--- config.mk ---
export PLATFORM = sky130hd
export DESIGN_NAME = return_addr_stack
export DESIGN_NICKNAME = d
export VERILOG_FILES = /design/src/rtl/return_addr_stack.sv
export SDC_FILE = /design/constraint.sdc
export NUM_CORES = 1
export LEC_CHECK = 0
export CAP_MARGIN = 20
export CORE_MARGIN = 2
export CORE_UTILIZATION = 48
export CTS_CLUSTER_SIZE = 16
export DETAILED_ROUTE_END_ITERATION = 10
export SLEW_MARGIN = 25
export SYNTH_ARGS = -nofsm -noshare
export SYNTH_HDL_FRONTEND = slang
export SYNTH_SLANG_ARGS = --single-unit
export TNS_END_PERCENT = 20
--- constraint.sdc ---
create_clock -name CLK -period 6 [get_ports CLK]
set_input_delay 1.2 -clock CLK [delete_from_list [all_inputs] [get_ports CLK]]
set_output_delay 1.2 -clock CLK [all_outputs]
set_load 0.02 [all_outputs]
--- src/rtl/return_addr_stack.sv ---
// Return-address stack for the RAT CPU: strict LIFO of PC return addresses with
// full/empty status and sticky overflow/underflow flags.
module return_addr_stack #(
  parameter int unsigned ADDR_W = 10,
  parameter int unsigned DEPTH  = 32
) (
  input  logic                       CLK,
  input  logic                       RST,
  input  logic                       PUSH,
  input  logic [ADDR_W-1:0]          PUSH_ADDR,
  input  logic                       POP,
  input  logic                       CLR_ERR,
  output logic [ADDR_W-1:0]          RET_ADDR,
  output logic [$clog2(DEPTH):0]     COUNT,
  output logic                       EMPTY,
  output logic                       FULL,
  output logic                       OVERFLOW,
  output logic                       UNDERFLOW
);

  localparam int unsigned PW = $clog2(DEPTH);
  localparam int unsigned CW = PW + 1;

  logic [ADDR_W-1:0] mem [DEPTH];
  logic [CW-1:0]     count_q, count_d;
  logic              ovf_q, udf_q;
  logic              ovf_set, udf_set;
  logic              wr_en;
  logic [PW-1:0]     wr_idx;
  logic [PW-1:0]     top_idx;
  logic              empty_c, full_c;

  assign empty_c = (count_q == CW'(0));
  assign full_c  = (count_q == CW'(DEPTH));
  assign top_idx = PW'(count_q - CW'(1));

  // Next-state decode for each PUSH/POP combination
  always_comb begin
    count_d = count_q;
    wr_en   = 1'b0;
    wr_idx  = '0;
    ovf_set = 1'b0;
    udf_set = 1'b0;
    case ({PUSH, POP})
      2'b10: begin
        if (full_c) begin
          ovf_set = 1'b1;
        end else begin
          wr_en   = 1'b1;
          wr_idx  = count_q[PW-1:0];
          count_d = count_q + CW'(1);
        end
      end
      2'b01: begin
        if (empty_c) udf_set = 1'b1;
        else         count_d = count_q - CW'(1);
      end
      2'b11: begin
        // Simultaneous push+pop replaces the top; on empty the pop underflows but the push lands.
        wr_en = 1'b1;
        if (empty_c) begin
          udf_set = 1'b1;
          wr_idx  = '0;
          count_d = CW'(1);
        end else begin
          wr_idx  = top_idx;
        end
      end
      default: ;
    endcase
  end

  always_ff @(posedge CLK) begin
    if (RST) begin
      count_q <= '0;
      ovf_q   <= 1'b0;
      udf_q   <= 1'b0;
    end else begin
      count_q <= count_d;
      ovf_q   <= ovf_set | (ovf_q & ~CLR_ERR);
      udf_q   <= udf_set | (udf_q & ~CLR_ERR);
    end
  end

  // Entry storage is intentionally not reset; reset still suppresses a concurrent write.
  always_ff @(posedge CLK) begin
    if (!RST && wr_en) mem[wr_idx] <= PUSH_ADDR;
  end

  assign RET_ADDR  = empty_c ? '0 : mem[top_idx];
  assign COUNT     = count_q;
  assign EMPTY     = empty_c;
  assign FULL      = full_c;
  assign OVERFLOW  = ovf_q;
  assign UNDERFLOW = udf_q;

endmodule

## After elaboration in Yosys (flattened, before gate mapping)

Memory sizes are Yosys's and may differ from the RTL's.
Cells that the tools add are included.

| storage, ports and cells | value |
|---|---|
| bits in registers | 8 |
| RAM bits | 320 |
| logic and storage cells | 40 |
| memories kept | 1 |

Memory list:

| memory | depth | width | rd ports | clocked after memory_dff | write ports | RTL line | RTL |
|---|---|---|---|---|---|---|---|
| mem | 32 | 10 | 1 | 0 | 1 | 24 | `logic [ADDR_W-1:0] mem [DEPTH];` |

| operators by class | value |
|---|---|
| add/subtract/negate cells | 2 |
| eq/ne operators | 7 |
| muxes and demuxes | 16 |
| bitwise logic cells | 5 |
| reductions and logical operators | 6 |

Operator list:

| kind | number |
|---|---|
| 6-bit 2-to-1 mux | 3 |
| 6-bit one-hot mux with 3 select lines | 1 |
| 10-bit 2-to-1 mux | 1 |
| 5-bit 2-to-1 mux | 2 |
| 5-bit one-hot mux with 2 select lines | 1 |
| 1-bit 2-to-1 mux | 7 |
| 6-bit by 1-bit adder with 6-bit output, second input constant | 1 |
| 6-bit equality test, second input constant | 1 |
| 6-bit zero test | 1 |
| 2-bit != test, second input constant | 3 |
| 6-bit by 1-bit subtractor with 6-bit output, second input constant | 1 |
| 2-bit equality test, second input constant | 2 |
| 4-bit AND reduction | 1 |
| 3-bit nonzero test | 1 |
| 1-bit bitwise AND | 2 |
| 2-bit by 1-bit equality test with 1-bit output, second input constant | 1 |
| 1-bit OR | 2 |
| 1-bit one-hot mux with 2 select lines | 1 |
| 2-bit OR reduction | 1 |
| 1-bit logical AND | 1 |
| 1-bit zero test | 1 |
| 1-bit NOT | 1 |

## Logic depth before layout (Yosys ltp)

Gate-level depths: netlist of the first run.

| logic depth | value |
|---|---|
| depth after elaboration | 6 |
| depth in mapped cells | 12 |

## Worst setup path before layout of the first run

OpenSTA, ideal clock, no wires.

| timing path | value |
|---|---|
| path kind | register to output |
| start point | register count_q[0], in the netlist COUNT[0] |
| end point | output RET_ADDR[9] |
| arrival | 3.158 ns |
| required time | 4.800 ns |
| slack | 1.642 ns |
| cell stages (with the launch flop) | 13 |
| buffers on the path | 7 |
| cell sequence | dfxtp_1 -> clkbuf_1 -> buf_2 -> buf_4 -> buf_2 -> inv_1 -> ha_1 -> clkbuf_1 -> clkbuf_1 -> clkbuf_1 -> mux4_2 -> mux2i_1 -> o221ai_1 |

| on the way | value |
|---|---|
| word-level cells in the longest chain between the ends | 3 |

RTL lines:

| element | RTL line | RTL |
|---|---|---|
| from (decl) | 25 | `logic [CW-1:0] count_q, count_d;` |
| from (signal assigned) | 79 | `count_q <= count_d;` |
| 6-bit by 1-bit subtractor with 6-bit output | n/a |  |
| memory 32 x 10 bit | n/a |  |
| 10-bit 2-to-1 mux * | 90 | `assign RET_ADDR = empty_c ? '0 : mem[top_idx];` |
| to (decl) | 13 | `output logic [ADDR_W-1:0] RET_ADDR,` |

Every way passes the cells marked *; elsewhere a longest branch is shown, timed or not.

## Final worst setup path of the first run

| timing path | value |
|---|---|
| start point | register count_q[0], in the netlist COUNT[0] |
| end point | output RET_ADDR[1] |

The elaborated chain is that of the path after synthesis.

==> results of run 1 <==
-- flip-flops by register name, summed over array words and instances, names as in the netlist --
register / flops
COUNT: 6
OVERFLOW: 1
UNDERFLOW: 1
mem: 320
-- power by group --
group / total (mW) / internal [mW] / switching, mW
combinational: 2.76 / 1.17 / 1.59
clock: 2.12 / 1.28 / 0.834
sequential: 2.71 / 2.62 / 0.0961
total: 7.59 / 5.07 / 2.52
-- metal layers --
metal  vias to the layer above  wire, um  global-route usage
met5                         -         0                   0
li1                       2918         -                   -
met4                         0       671              0.0593
met3                        42      1840              0.0308
met1                      3531     13300               0.326
met2                       226     13900               0.322
-- critical path, stage by stage, from the launching register on --
cell,delay (ns)
dfxtp_4,0.65
inv_1,0.25
ha_1,0.39
xor2_4,0.60
buf_4,0.55
mux2i_1,0.30
o22a_1,0.17
o221ai_1,0.11
clkdlybuf4s50_1,0.56
-- logic make-up after synthesis --
family / after synthesis / synth area share
mux: 123 / 0.167
compound gates: 72 / 0.0425
flops: 328 / 0.729
xor+xnor: 6 / 0.00392
fa+ha+maj: 3 / 0.00280
buf+inv: 45 / 0.0154
simple gates: 102 / 0.0400
-- Yosys cell counts, types with 2 or more instances --
cell / number
a211oi_1: 5
a21oi_1: 11
a221oi_1: 2
a22oi_1: 2
a31oi_1: 2
buf_2: 15
buf_6: 2
clkbuf_1: 19
dfxtp_1: 8
edfxtp_1: 320
ha_1: 3
inv_1: 8
mux2i_1: 42
mux4_2: 80
nand2_1: 21
nand2b_1: 3
nand3_1: 7
nor2_1: 38
nor2_2: 3
nor2b_1: 6
nor3_1: 9
nor3b_1: 2
o211ai_1: 6
o21ai_0: 11
o221ai_1: 10
o22a_1: 10
xnor2_1: 2
xor2_1: 4
-- worst paths after layout --
check	from	end	slack [ns]	cells past startpoint
setup / recovery	COUNT[0]$_SDFFE_PP0P_	RET_ADDR[1]	0.70	8
hold / removal	UNDERFLOW$_SDFF_PP0_	UNDERFLOW$_SDFF_PP0_	0.48	2
setup reg to reg	COUNT[0]$_SDFFE_PP0P_	mem[5][3]$_DFFE_PP_	2.07	7
hold reg to reg	UNDERFLOW$_SDFF_PP0_	UNDERFLOW$_SDFF_PP0_	0.48	2
-- layout make-up --
type / count / area (um^2)
Inverter: 8 / 30.0
Tap cell: 378 / 473
Clock buffer: 37 / 883
Multi-Input combinational cell: 306 / 3470
Clock inverter: 24 / 253
Timing Repair Buffer: 51 / 460
Fill cell: 2150 / 12300
Sequential cell: 328 / 9770
==> metrics.csv, run 1 <==
stage,metric,value,unit
routing,ant_nets,0,
worst_setup_path,start_kind,flip-flop,
yosys,avgSynthCellArea,19.7,um^2
sta,setup_viol,0,
finish,final_core_util,0.555,
clock_network,cts_max_level,2,
clock_network,cts_made_buffers,34,
floorplan,core,0.0276,mm^2
sta,final.setup_skew,0.0245,ns
finish,mostFrequentLayoutCell,edfxtp_1,
yosys,synth.net_count,697,
floorplan,rows,61,
yosys,synth.top_cells.by_area,"edfxtp_1 72%, mux4_2 13%, mux2i_1 3.1%",
clock_network,holdBufCountCts,0,
floorplan,fp.dieH,171,um
routing,firstDrtPassIters,5,
yosys,yosysTopAreaCell,edfxtp_1,
power,finalPower,7.59,mW
sta,max_freq,0.189,GHz
sta,maxSlewViolCount,0,
routing,drt_iter0_drc,776,
placed_design,io_buffers,34,
sta,fin_crit_sh,0.883,
power,p_leak,4.85,nW
finish,num-nets-final,747,
floorplan,die_w,171,um
placed_design,gp_congestion,0.916,
grt,grt_usage,0.213,
routing,drc,0,
sta,setup_tns,0,ns
routing,vias,6717,
clock_network,cts_tree,built,
yosys,ys_types,56,
yosys,ys_seq_area_frac,0.729,
run_status,status,"finished, final reports clean",
yosys,synth_edf_count,320,
yosys,syn_inst,679,
floorplan,dieArea,0.0293,mm^2
finish,design_area,0.0153,mm^2
finish,mostFrequentLayoutCells,"320 x edfxtp_1, 80 x mux4_2, 42 x mux2i_1",
worst_setup_path,cp-end-kind,output port,
placed_design,hpwl,19.0,mm
job,drv_cap,0,
yosys,async_flop_share,0,
floorplan,pin_count,35,
clock_network,cts.clk_slew.worst_paths,0.06,ns
yosys,synth_seq_cells,328,
worst_setup_path,critical_path_class,flip-flop to output port,
placed_design,place_ws,1.13,ns
grt,grt_first_pass_wirelength,44.7,mm
routing,wl_per_cell,26.3,um
power,power_per_cell_area,495,mW/mm^2
power,ir_drop,0.311,mV
placed_design,postPlaceCellArea,0.0142,mm^2
finish,drive_gt1_frac,0.233,
sta,max-slew-margin-rel,0.306,
sta,whs,0.476,ns
placed_design,dp.cells,1071,
sta,worst_slew_pin_slew,1.04,ns
grt,grt_pass1_vias,6707,
yosys,synthFlopType,edfxtp_1,
grt,grt_start_max_net_pins,47,
grt,antenna_found_initial,0,
routing,via_per_inst,5.93,
finish,num_antenna_cells,0,
floorplan,start_util,0.485,
clock_network,cts-resized-gates,0,
sta,fin_crit,5.30,ns
worst_setup_path,path_max_fanout,29,
worst_setup_path,cp.required,4.80,ns
clock_network,postCtsSetupBuffers,0,
finish,instances_no_fill,1132,
yosys,synth_top_area_share,0.717,
finish,area_growth,14.5,%
sta,finalHoldViolCount,0,
clock_network,clockBufferDepth,3,
sta,rsz0062_at_grt,no,
yosys,syn-cell-area,0.0134,mm^2
clock_network,worstSkewPairLatency,0.51,ns
worst_hold_path,hold_class,flip-flop to flip-flop,
yosys,ys_warn_count,0,
sta,finalWorstSetupSlack,0.705,ns
clock_network,clock_sinks,328,
routing,wl,29.7,mm
grt,grt_overflow,0,
clock_network,cts_root_buffer,clkbuf_16,
worst_setup_path,cp.arrival,4.10,ns
No activity file was read; power rests on OpenSTA's default activity.
==> inputs of run 2 (changes only) <==
--- a/config.mk
+++ b/config.mk
@@ -6,7 +6,7 @@
 export NUM_CORES = 1
 export LEC_CHECK = 0
 export CAP_MARGIN = 20
-export CORE_MARGIN = 2
+export CORE_MARGIN = 3
 export CORE_UTILIZATION = 48
 export CTS_CLUSTER_SIZE = 16
 export DETAILED_ROUTE_END_ITERATION = 10
==> run 2 against run 1 <==
  * Register-to-register slack hardly changed
  * Die area up 2.4%
  * Sequential share of layout area grew 0.27 points
  * Largest power group unchanged
  * Total power is 1.5% lower
  * Flip-flop and latch count is the same
  * Non-clock buffer count grew 2
  * Largest cell class unchanged
  * Clock power fell by 5%
  * Critical path depth grew 1
  * Combinational power barely moved
==> metrics.csv, run 2 (synthesis gave the netlist of run 1 again) <==
stage,metric,value,unit,change
run_status,status,"finished, final reports clean",,
finish,area_growth,14.0,%,
routing,drc,0,,unchanged
clock_network,cts_max_level,2,,unchanged
grt,grt_start_max_net_pins,46,,-2.1%
worst_setup_path,r2r_setup_slack,2.06,ns,about the same
worst_setup_path,r2r-end,mem[30][0]$_DFFE_PP_,,
grt,grt_overflow,0,,unchanged
worst_setup_path,critical_path_class,flip-flop to output port,,
sta,maxSlewViolCount,0,,unchanged
grt,grt_first_pass_wirelength,45.3,mm,+1.4%
worst_setup_path,cp.arrival,4.45,ns,+0.35 ns
finish,mostFrequentLayoutCell,edfxtp_1,,
clock_network,cts.clk_slew.worst_paths,0.06,ns,about the same
worst_setup_path,start_kind,flip-flop,,
floorplan,rows,60,,-1.6%
sta,max-slew-margin-rel,0.321,,+0.0149
worst_setup_path,critPathMaxStageDelay,0.76,ns,+0.11 ns
floorplan,fp.dieH,173,um,+1.2%
routing,drt_iter0_drc,762,,-1.8%
power,p_leak,4.83,nW,-0.40%
sta,max_freq,0.177,GHz,-6.2%
sta,rsz0062_at_grt,no,,
job,drv_cap,0,,unchanged
clock_network,clockBufferDepth,3,,unchanged
power,power_per_cell_area,489,mW/mm^2,-1.1%
worst_setup_path,slowest_stage,xor2_4,,
clock_network,worstSkewPairLatency,0.50,ns,about the same
sta,setup_viol,0,,unchanged
placed_design,io_buffers,34,,unchanged
worst_setup_path,reg2reg_from,COUNT[0]$_SDFFE_PP0P_,,
routing,ant_nets,0,,unchanged
routing,firstDrtPassIters,5,,unchanged
worst_setup_path,cp.required,4.80,ns,about the same
clock_network,cts_root_buffer,clkbuf_16,,
sta,final.setup_skew,0.0127,ns,-0.0118 ns
clock_network,postCtsSetupBuffers,0,,unchanged
routing,vias,6717,,unchanged
finish,num-nets-final,749,,+0.27%
power,ir_drop,0.261,mV,-16%
clock_network,cts_tree,built,,
sta,fin_crit,5.65,ns,+0.353 ns
floorplan,pin_count,35,,unchanged
worst_hold_path,hold_class,flip-flop to flip-flop,,
finish,final_core_util,0.562,,+0.00691
floorplan,core,0.0272,mm^2,-1.6%
worst_setup_path,path_max_fanout,31,,+6.9%
grt,grt_usage,0.202,,-0.0102
sta,worst_slew_pin_slew,1.02,ns,-0.0223 ns
worst_setup_path,reg2reg_depth,7,,unchanged
finish,instances_no_fill,1125,,-0.62%
clock_network,holdBufCountCts,0,,unchanged
sta,setup_tns,0,ns,unchanged
sta,finalHoldViolCount,0,,unchanged
finish,num_antenna_cells,0,,unchanged
routing,via_per_inst,5.97,,+0.62%
clock_network,cts-resized-gates,0,,unchanged
worst_setup_path,cp_common_cell,buf_4,,
placed_design,hpwl,18.9,mm,-0.54%
finish,mostFrequentLayoutCells,"320 x edfxtp_1, 80 x mux4_2, 42 x mux2i_1",,
routing,wl_per_cell,26.5,um,+0.91%
clock_network,cts_made_buffers,34,,unchanged
sta,fin_crit_sh,0.941,,+0.0588
finish,design_area,0.0153,mm^2,-0.42%
placed_design,gp_congestion,0.925,,+0.88%
floorplan,dieArea,0.0300,mm^2,+2.4%
finish,largest_reg_flops,320,,unchanged
grt,grt_pass1_vias,6745,,+0.57%
worst_hold_path,hp-start,UNDERFLOW$_SDFF_PP0_,,
floorplan,start_util,0.493,,+0.00809
grt,antenna_found_initial,0,,unchanged
worst_hold_path,hold_path_depth,2,,unchanged
finish,drive_gt1_frac,0.226,,-0.00766
worst_setup_path,startpoint,COUNT[0]$_SDFFE_PP0P_,,
worst_setup_path,cp-end-kind,output port,,
worst_setup_path,critical-path-top-delay-family,buffers and inverters,,
floorplan,die_w,173,um,+1.2%
worst_hold_path,min_to,UNDERFLOW$_SDFF_PP0_,,
placed_design,dp.cells,1067,,-0.37%
clock_network,clock_sinks,328,,unchanged
worst_setup_path,crit_chain,inv_1 -> ha_1 -> xor2_4 -> buf_4 -> buf_4 -> mux2i_1 -> o22a_1 -> o221ai_1 -> clkdlybuf4s50_1,,
worst_setup_path,crit_buf_inv,4,,+1
placed_design,postPlaceCellArea,0.0142,mm^2,about the same
finish,top_register,mem,,
routing,wl,29.8,mm,+0.28%
-- run 2: cell count changes in the layout (fill, tap and decap cells not counted), moves of 3 or more --
cell and change:
bufinv_16 -3, clkbuf_1 +9, clkinv_1 -4, clkinvlp_4 -3
-- run 2: stage by stage --
| step | worst slack (ns) | total power [mW] | hold WS (ns) |
|---|---|---|---|
| finish | 0.352 | 7.47 | 0.498 |
| global route | 0.0546 | 7.79 | 0.518 |
| CTS | 0.321 | 7.53 | 0.503 |
| detailed placement | 0.865 | 5.52 | 0.487 |
| global placement | 0.943 | 5.51 | 0.457 |
| floorplan | 1.64 | 4.53 | 0.540 |
-- run 2: how the worst max path moves through the flow --
stage / end / cells after the start
4_1_cts: RET_ADDR[2] / 9
3_5_place_dp: RET_ADDR[2] / 9
3_3_place_gp: RET_ADDR[1] / 9
6_report: RET_ADDR[2] / 9
2_1_floorplan: RET_ADDR[9] / 12
5_1_grt: RET_ADDR[1] / 9
-- run 2: tightest hold or removal path, delay by kind of cell, from the launching register on --
kind,cells,cell delay (ns)
DFF,1,0.31
and+or+nand+nor,1,0.06
AOI/OAI and AO/OA,1,0.07
-- run 2: where the power goes --
part | switching [mW] | internal, mW | total, mW | leakage, nW
clock | 0.804 | 1.21 | 2.01 | 0.517
sequential | 0.0979 | 2.62 | 2.71 | 2.95
combinational | 1.57 | 1.18 | 2.75 | 1.37
-- run 2: cell type report --
type	count	area, um^2
Fill cell	2074	11900
Sequential cell	328	9770
Multi-Input combinational cell	306	3470
Clock buffer	48	967
Timing Repair Buffer	53	475
Tap cell	372	465
Clock inverter	10	97.6
Inverter	8	30.0
-- run 2: routing by layer --
metal,global-route usage,part of all wire
met5,0,0
met3,0.0351,0.063
met1,0.311,0.45
met4,0.0449,0.017
met2,0.308,0.47
==> inputs of run 3 (changes only) <==
--- a/config.mk
+++ b/config.mk
@@ -10,6 +10,7 @@
 export CORE_UTILIZATION = 48
 export CTS_CLUSTER_SIZE = 16
 export DETAILED_ROUTE_END_ITERATION = 10
+export PLACE_DENSITY_LB_ADDON = 0.05
 export SLEW_MARGIN = 25
 export SYNTH_ARGS = -nofsm -noshare
 export SYNTH_HDL_FRONTEND = slang
==> constraint.sdc (replaced) <==
create_clock -name CLK -period 6 [get_ports CLK]
set_input_delay 0.6 -clock CLK [delete_from_list [all_inputs] [get_ports CLK]]
set_output_delay 0.6 -clock CLK [all_outputs]
set_load 0.02 [all_outputs]
==> run 3 against run 2 <==
  * Sequential power about the same
  * Clock skew shrank 0.0048 ns
  * Global-route usage rose by 0.65 points
  * Largest cell class unchanged
  * Cell area is 0.60% higher
  * Fmax increased by 13%
  * Highest routed layer unchanged
  * Combinational power hardly changed
  * Critical path type unchanged
  * Critical path depth shrank 1
  * Clock power grew 4%
  * Worst setup slack gained 0.63 ns
==> metrics.csv, run 3 (synthesis gave the netlist of run 1 again) <==
stage,metric,value,unit,change
clock_network,clock_sinks,328,,unchanged
finish,area_growth,14.7,%,
sta,fin_crit_sh,0.837,,-0.105
finish,largest_reg_flops,320,,unchanged
worst_setup_path,path_max_fanout,29,,-6.5%
sta,setup_viol,0,,unchanged
job,drv_cap,0,,unchanged
floorplan,core,0.0272,mm^2,unchanged
placed_design,gp_congestion,0.843,,-8.9%
worst_hold_path,min_to,UNDERFLOW$_SDFF_PP0_,,
clock_network,cts_max_level,2,,unchanged
finish,top_register,mem,,
routing,via_per_inst,6.07,,+1.6%
sta,setup_tns,0,ns,unchanged
grt,grt_pass1_vias,7014,,+4.0%
floorplan,die_w,173,um,unchanged
routing,wl_per_cell,27.4,um,+3.3%
worst_hold_path,hp-start,UNDERFLOW$_SDFF_PP0_,,
floorplan,dieArea,0.0300,mm^2,unchanged
sta,rsz0062_at_grt,no,,
floorplan,start_util,0.493,,unchanged
finish,mostFrequentLayoutCells,"320 x edfxtp_1, 80 x mux4_2, 42 x mux2i_1",,
worst_setup_path,r2r_setup_slack,2.20,ns,+0.14 ns
clock_network,worstSkewPairLatency,0.51,ns,about the same
worst_hold_path,hold_path_depth,2,,unchanged
placed_design,dp.cells,1069,,+0.19%
clock_network,cts-resized-gates,0,,unchanged
grt,grt_start_max_net_pins,58,,+26%
grt,grt_overflow,0,,unchanged
clock_network,cts_root_buffer,clkbuf_16,,
routing,firstDrtPassIters,5,,unchanged
routing,wl,30.9,mm,+3.8%
placed_design,place_ws,1.48,ns,+0.611 ns
worst_setup_path,reg2reg_depth,7,,unchanged
routing,drc,0,,unchanged
worst_setup_path,cp.arrival,4.42,ns,-0.03 ns
power,power_per_cell_area,492,mW/mm^2,+0.70%
clock_network,cts_made_buffers,35,,+2.9%
grt,grt_usage,0.209,,+0.00653
sta,max_freq,0.199,GHz,+13%
worst_setup_path,cp-end-kind,output port,,
run_status,status,"finished, final reports clean",,
power,ir_drop,0.334,mV,+28%
sta,finalHoldViolCount,0,,unchanged
sta,maxSlewViolCount,0,,unchanged
placed_design,hpwl,19.4,mm,+2.5%
worst_setup_path,start_kind,flip-flop,,
finish,drive_gt1_frac,0.248,,+0.0219
sta,worst_slew_pin_slew,1.01,ns,-0.00860 ns
grt,grt_first_pass_wirelength,46.4,mm,+2.3%
finish,num_antenna_cells,0,,unchanged
floorplan,fp.dieH,173,um,unchanged
finish,num-nets-final,752,,+0.40%
floorplan,rows,60,,unchanged
routing,drt_iter0_drc,748,,-1.8%
floorplan,pin_count,35,,unchanged
worst_setup_path,critical_path_class,flip-flop to output port,,
sta,max-slew-margin-rel,0.327,,+0.00576
power,p_leak,4.87,nW,+0.83%
worst_setup_path,cp.required,5.40,ns,+0.60 ns
sta,fin_crit,5.02,ns,-0.628 ns
clock_network,holdBufCountCts,0,,unchanged
grt,antenna_found_initial,0,,unchanged
worst_setup_path,reg2reg_from,COUNT[0]$_SDFFE_PP0P_,,
routing,ant_nets,0,,unchanged
finish,final_core_util,0.566,,+0.00336
routing,vias,6862,,+2.2%
clock_network,cts.clk_slew.worst_paths,0.06,ns,about the same
placed_design,io_buffers,34,,unchanged
sta,final.setup_skew,0.00786,ns,-0.00484 ns
clock_network,cts_tree,built,,
clock_network,postCtsSetupBuffers,0,,unchanged
sta,finalWorstSetupSlack,0.980,ns,+0.628 ns
finish,instances_no_fill,1131,,+0.53%
power,finalPower,7.57,mW,+1.3%
clock_network,clockBufferDepth,3,,unchanged
finish,mostFrequentLayoutCell,edfxtp_1,,
worst_hold_path,hold_class,flip-flop to flip-flop,,
worst_setup_path,r2r-end,mem[22][6]$_DFFE_PP_,,
-- run 3: worst max path at each step --
stage                          startpoint     endpoint  slack [ns]  cells past startpoint
floorplan           COUNT[0]$_SDFFE_PP0P_  RET_ADDR[9]        2.24                     12
global placement    COUNT[0]$_SDFFE_PP0P_  RET_ADDR[3]        1.51                      8
detailed placement  COUNT[0]$_SDFFE_PP0P_  RET_ADDR[9]        1.48                      7
CTS                 COUNT[0]$_SDFFE_PP0P_  RET_ADDR[9]        0.93                      7
global route        COUNT[0]$_SDFFE_PP0P_  RET_ADDR[3]        0.76                      7
finish              COUNT[0]$_SDFFE_PP0P_  RET_ADDR[3]        0.98                      8
-- run 3: power breakdown --
part	internal, mW	switching [mW]
Clock	1.28	0.819
Combinational	1.17	1.59
Sequential	2.62	0.0994
-- run 3: layout make-up --
cell class	instances	area, um^2
fill	2093	11800
sequential	328	9770
multi-input combinational	306	3500
clock buffer	49	991
timing repair buffer	55	473
tap	372	465
clock inverter	13	138
inverter	8	30.0
-- run 3: stage by stage --
stage                     hold slack [ns]  area, um^2
final                               0.483       15400
after global routing                0.541       15400
after CTS                           0.489       15400
after detailed placement            0.473       14300
after global placement              0.464       14200
after floorplan                     0.540       13400
-- run 3: worst max-delay path, stage by stage (launching register included) --
cell             delay [ns]
dfxtp_4                0.70
inv_1                  0.26
ha_1                   0.39
xor2_4                 0.62
buf_4                  0.52
mux2i_1                0.43
o22a_1                 0.27
o221ai_1               0.13
clkdlybuf4s50_1        0.57
-- run 3: metal layers --
metal | wire (um) | vias to the layer above | global-route usage
met2 | 14200 | 267 | 0.313
met4 | 1050 | 0 | 0.0764
met1 | 13900 | 3617 | 0.314
met3 | 1810 | 49 | 0.0336
met5 | 0 | - | 0
li1 | - | 2929 | -
